$ cat src/rtl/eeprom_93c45_ctrl.sv
// ---------------------------------------------------------------------------
// eeprom_93c45_ctrl
//   Host-side master for a 93C45-class serial EEPROM (64 x 16 words).
//   Accepts single-word READ / WRITE / EWEN / EWDS requests. For each one it
//   builds the CS/SK/DI frame, samples DO during the read data phase, and
//   after a WRITE polls DO for the ready indication, flagging a timeout.
//
// Ports
//   CLK, RST         system clock, asynchronous active-high reset
//   REQ              command request, sampled only in IDLE
//   CMD[1:0]         0=READ 1=WRITE 2=EWEN 3=EWDS
//   ADDR[5:0]        word address (ignored for EWEN/EWDS)
//   WDATA[15:0]      write data
//   BUSY             high while a command is in progress
//   DONE             one-cycle completion pulse
//   ERR              one-cycle pulse with DONE on write-poll timeout
//   RDATA[15:0]      last word read; holds until the next READ completes
//   EE_CS/SK/DI      serial interface to the device
//   EE_DO            serial data from the device
// ---------------------------------------------------------------------------
module eeprom_93c45_ctrl #(
    parameter int CLK_DIV = 4,
    parameter int CS_GAP  = 4,
    parameter int POLL_TO = 65535
) (
    input  logic        CLK,
    input  logic        RST,
    input  logic        REQ,
    input  logic [1:0]  CMD,
    input  logic [5:0]  ADDR,
    input  logic [15:0] WDATA,
    output logic        BUSY,
    output logic        DONE,
    output logic        ERR,
    output logic [15:0] RDATA,
    output logic        EE_CS,
    output logic        EE_SK,
    output logic        EE_DI,
    input  logic        EE_DO
);

    typedef enum logic [2:0] {
        S_IDLE, S_SETUP, S_SHIFT_OUT, S_SHIFT_IN, S_CS_LOW, S_POLL, S_FINISH
    } state_t;

    localparam logic [1:0]  CMD_READ  = 2'd0;
    localparam logic [1:0]  CMD_WRITE = 2'd1;
    localparam logic [1:0]  CMD_EWEN  = 2'd2;
    localparam logic [16:0] LP_DIV_LAST  = 17'(CLK_DIV - 1);
    localparam logic [16:0] LP_GAP_LAST  = 17'(CS_GAP - 1);
    localparam logic [16:0] LP_POLL_LAST = 17'(POLL_TO - 1);

    state_t      r_state, w_next;
    logic [1:0]  r_cmd;
    logic [24:0] r_sout;     // start, opcode, address, data; MSB goes out first
    logic [14:0] r_sin;      // read bits collected so far (final bit joins at RDATA load)
    logic [15:0] r_rdata;
    logic [16:0] r_cnt;      // cycles within the current phase/state
    logic [4:0]  r_bit;      // completed SK periods in the current shift state
    logic        r_phase;    // 0 = SK low phase, 1 = SK high phase
    logic        r_wpend;    // a WRITE frame has been sent and still needs polling
    logic        r_err;

    logic [1:0]  w_op;
    logic [5:0]  w_addr;
    logic        w_phase_end, w_last_bit, w_poll_ok, w_poll_to;
    logic [4:0]  w_bit_last;

    // Opcode/address field built from the live inputs at acceptance time.
    always_comb begin
        w_op   = 2'b00;
        w_addr = ADDR;
        case (CMD)
            CMD_READ:  w_op = 2'b10;
            CMD_WRITE: w_op = 2'b01;
            CMD_EWEN:  w_addr = 6'b110000;
            default:   w_addr = 6'b000000;
        endcase
    end

    assign w_phase_end = (r_cnt == LP_DIV_LAST);
    assign w_bit_last  = (r_state == S_SHIFT_IN) ? 5'd15 :
                         (r_cmd == CMD_WRITE)    ? 5'd24 : 5'd8;
    assign w_last_bit  = r_phase && w_phase_end && (r_bit == w_bit_last);
    // DO is ignored for the first two poll cycles while the device turns around.
    assign w_poll_ok   = (r_cnt >= 17'd2) && EE_DO;
    assign w_poll_to   = (r_cnt == LP_POLL_LAST);

    always_ff @(posedge CLK or posedge RST) begin
        if (RST) r_state <= S_IDLE;
        else     r_state <= w_next;
    end

    always_comb begin
        w_next = r_state;
        BUSY   = 1'b1;
        DONE   = 1'b0;
        ERR    = 1'b0;
        EE_CS  = 1'b0;
        EE_SK  = 1'b0;
        EE_DI  = 1'b0;
        case (r_state)
            S_IDLE: begin
                BUSY = 1'b0;
                if (REQ) w_next = S_SETUP;
            end
            S_SETUP: begin
                EE_CS = 1'b1;
                if (w_phase_end) w_next = S_SHIFT_OUT;
            end
            S_SHIFT_OUT: begin
                EE_CS = 1'b1;
                EE_SK = r_phase;
                EE_DI = r_sout[24];
                if (w_last_bit) w_next = (r_cmd == CMD_READ) ? S_SHIFT_IN : S_CS_LOW;
            end
            S_SHIFT_IN: begin
                EE_CS = 1'b1;
                EE_SK = r_phase;
                if (w_last_bit) w_next = S_CS_LOW;
            end
            S_CS_LOW: begin
                if (r_cnt == LP_GAP_LAST) w_next = r_wpend ? S_POLL : S_FINISH;
            end
            S_POLL: begin
                EE_CS = 1'b1;
                if (w_poll_ok || w_poll_to) w_next = S_CS_LOW;
            end
            S_FINISH: begin
                BUSY   = 1'b0;
                DONE   = 1'b1;
                ERR    = r_err;
                w_next = S_IDLE;
            end
            default: begin
                BUSY   = 1'b0;
                w_next = S_IDLE;
            end
        endcase
    end

    always_ff @(posedge CLK or posedge RST) begin
        if (RST) begin
            r_cmd   <= '0;
            r_sout  <= '0;
            r_sin   <= '0;
            r_rdata <= '0;
            r_cnt   <= '0;
            r_bit   <= '0;
            r_phase <= 1'b0;
            r_wpend <= 1'b0;
            r_err   <= 1'b0;
        end else begin
            if (r_state == S_IDLE && REQ) begin
                r_cmd   <= CMD;
                r_sout  <= {1'b1, w_op, w_addr, WDATA};
                r_err   <= 1'b0;
                r_wpend <= 1'b0;
            end

            if (r_state != w_next || ((r_state == S_SHIFT_OUT || r_state == S_SHIFT_IN) && w_phase_end))
                r_cnt <= '0;
            else
                r_cnt <= r_cnt + 17'd1;

            if ((r_state == S_SHIFT_OUT || r_state == S_SHIFT_IN) && w_phase_end) begin
                r_phase <= ~r_phase;
                if (r_phase) begin
                    r_bit <= r_bit + 5'd1;
                    if (r_state == S_SHIFT_OUT) r_sout <= {r_sout[23:0], 1'b0};
                    else                        r_sin  <= {r_sin[13:0], EE_DO};
                end
            end
            // Every state change starts the bit/phase sequence afresh.
            if (r_state != w_next) begin
                r_bit   <= '0;
                r_phase <= 1'b0;
            end

            if (r_state == S_SHIFT_IN && w_next == S_CS_LOW)
                r_rdata <= {r_sin, EE_DO};
            if (r_state == S_SHIFT_OUT && w_next == S_CS_LOW && r_cmd == CMD_WRITE)
                r_wpend <= 1'b1;
            if (r_state == S_CS_LOW && w_next == S_POLL)
                r_wpend <= 1'b0;
            if (r_state == S_POLL && w_next == S_CS_LOW)
                r_err <= ~w_poll_ok;
        end
    end

    assign RDATA = r_rdata;

endmodule

$ cat config.mk
export PLATFORM = sky130hd
export DESIGN_NAME = eeprom_93c45_ctrl
export DESIGN_NICKNAME = d
export VERILOG_FILES = /design/src/rtl/eeprom_93c45_ctrl.sv
export SDC_FILE = /design/constraint.sdc
export NUM_CORES = 1
export LEC_CHECK = 0
export CORE_ASPECT_RATIO = 0.7
export CORE_UTILIZATION = 35
export DETAILED_ROUTE_END_ITERATION = 6
export PLACE_DENSITY = 0.57
export SETUP_SLACK_MARGIN = 0.5
export SLEW_MARGIN = 0
export SYNTH_ARGS = -nofsm -noshare
export SYNTH_HDL_FRONTEND = slang
export SYNTH_SLANG_ARGS = --single-unit
$ cat constraint.sdc
create_clock -name CLK -period 7.1 [get_ports CLK]
set_input_delay 0.71 -clock CLK [delete_from_list [all_inputs] [get_ports CLK]]
set_output_delay 0.71 -clock CLK [all_outputs]
set_load 0.01 [all_outputs]
==> metrics <==
GR peak layer met1; Post-synth EDFFs 0; DR vias 3151; row count 33; GR Util All Layers 14.74%; area of the multi-input gates 2057 um^2; initial drt markers 268; Cells after Synth 412; setup bufs post-CTS 0; register area share after synthesis 49.11%; Via density 5.115; CTS resizes 0; maximum vdd drop 0.1138 mV; share of the synthesized area in the top cell type 49.11%; clock skew 0.006318 ns; Final min period 2.847 ns; Syn. warnings 0; dpl hpwl 5931 um; gpl congestion 0.8422; vias in the first global route 2928; net count of the finished layout 488; Seq cells post-synth 86; CTS buffer count 9; Synth-to-Final Area Change 20.33%; top cells by area, synth dfrtp_1 (49%), mux2_4 (6.2%), nand2_1 (5.1%), nor3_2 (4.8%), mux2_1 (3.6%); Register Area 2152 um^2; TritonCTS Sinks 86; Die Ht 95.61 um; CTS tree done; grt ovf 0; post-route clock period utilization 40.09%; max_slew headroom 27.24%; IO buf count 49; width of the die 135.7 um; largest net degree at the start of global routing 87; latest clock arrival within the worst-skew pair 0.34 ns; Achievable Freq 351.3 MHz; Non-Filler Instances 616; total power draw 999.0 uW; Max Slew Vio Count 0; Arr. time, crit path 3.07 ns; critical path peak fanout 46; Max Cap Viol 0; I/O pins 50; clk buf depth 2; GR Layer Usage met1 21.77%; DRT Pass-1 Iters 4; root buffer cell clkbuf_16; Initial Utilization 36.72%; Fin. Hold Viols 0; GR Layer Usage met3 4.040%; most frequent cells in the layout dfrtp_1 (86), nand2_1 (59), clkdlybuf4s50_1 (49); drt total wl 8811 um; H-tree lvl count 3; Worst Setup Start Kind register; met2 Usage GRT 20.58%; design area 5273 um^2; dpl cell area 4965 um^2; Setup-failing EPs final 0; post-synthesis async set-or-reset flop share 100.0%; Mean Syn Cell Area 10.64 um^2; post-cts hold buffer count 0; Fillers 1132; DRC 0; Core Area 11930 um^2; status finished, final reports clean; placed cells 600; pwr/cell area 189.5 nW/um^2; CP Data Required Time 7.32 ns; Antenna Cells 0; RSZ-0062 raised after global routing no; top_reg_cell synth dfrtp_1; routed len/inst 14.30 um; Worst Max-Slew Pin Slew 1.091 ns; post-synthesis net count 446; first-pass GRT wire length 14720 um; Setup Slack @ Placement 4.247 ns; commonest non-fill, non-tap cell in the layout dfrtp_1; die area 12980 um^2; area leader, netlist dfrtp_1; CP Class register to register; initial antenna violation count 0; clk slew on worst S/H paths 0.06 ns; Post-DRT Antenna Nets 0; final setup TNS 0 ns; Leak 2.425 nW; Worst Hold Class register to register; Synth cell types 50; PnR worst setup slack 4.253 ns; share of cells above drive strength 1 15.47%; Post-Syn Area 4382 um^2; CP Capture Type register
## worst paths after layout
kind | from | slack, ns | cells past startpoint | endpoint
worst min register to register | r_sout[20] | 0.49 | 1 | r_sout[21]
min in group asynchronous | RST | 1.01 | 3 | RDATA[15]
worst max-delay path | r_cnt[6] | 4.25 | 5 | r_sout[21]
worst max register to register | r_cnt[6] | 4.25 | 5 | r_sout[21]
max in group asynchronous | RST | 5.35 | 3 | r_cnt[10]
worst min-delay path | r_sout[20] | 0.49 | 1 | r_sout[21]
## registers in the layout (all words and copies together), names as in the netlist
signal,cells
r_state,3
RDATA,16
r_bit,5
r_err,1
r_sout,25
r_cmd,2
r_wpend,1
r_phase,1
r_cnt,17
r_sin,15
## kinds of logic (layout without fill, tap and decap cells)
kind of cell | count (synthesis) | after routing | synth area share [%]
muxes | 35 | 35 | 10.45
and+or+nand+nor | 182 | 182 | 22.50
adders and majority gates | 6 | 6 | 1.713
AOI/OAI and AO/OA | 50 | 50 | 8.081
buffers and inverters | 32 | 79 | 3.940
DFF | 86 | 86 | 49.11
xor gates and xnor gates | 21 | 21 | 4.198
## worst max-delay path, stage by stage (launching register included)
cell	delay (ns)
dfrtp_1	0.44
nor4_1	0.32
and4_1	0.43
and3_1	0.49
nand2_2	0.54
mux2_1	0.49
## through the flow
step | hold slack [ns] | util [%]
after floorplan | 0.4541 | -
after global placement | 0.4623 | 41.61
after detailed placement | 0.4751 | 41.61
after CTS | 0.4898 | 44.19
after global routing | 0.5112 | 44.19
final | 0.4874 | 44.19
## where the power goes
part | switching [mW] | internal, mW | leakage [nW]
combinational | 0.0140 | 0.0147 | 1.21
sequential | 0.000161 | 0.490 | 1.07
clock | 0.195 | 0.284 | 0.149
total | 0.210 | 0.789 | 2.43
## cells in the mapped netlist (2+ instances only)
library cell,n
xnor2_1,7
a21oi_1,13
nand2_1,59
nor3_1,9
mux2_4,18
nor4_1,4
inv_1,9
nand3_1,15
ha_1,6
and2_1,3
dfrtp_1,86
mux2_1,14
buf_6,4
clkbuf_1,8
nor2_1,40
buf_4,4
nand2_4,2
o21ai_0,4
nand4_1,6
o211a_1,2
buf_2,6
nor4b_1,2
a31oi_1,21
and4_1,4
and3_1,6
xor2_1,14
mux2i_1,3
nor3_2,21
## layout make-up
| cell class | count | area share [%] |
|---|---|---|
| repair buffers | 53 | 9.872 |
| flip-flops and latches | 86 | 40.82 |
| clock buffers | 10 | 4.533 |
| well taps | 157 | 3.726 |
| multi-input cells | 294 | 39.01 |
| inverters | 10 | 0.7356 |
| clock inverters | 6 | 1.305 |
## per-layer routing
metal | up-vias | part of all wire (%)
li1 | 1522 | -
met1 | 1541 | 53
met2 | 77 | 41
met3 | 11 | 5.0
met4 | 0 | 1.2
met5 | - | 0
Power figures use the tool's default switching activity.
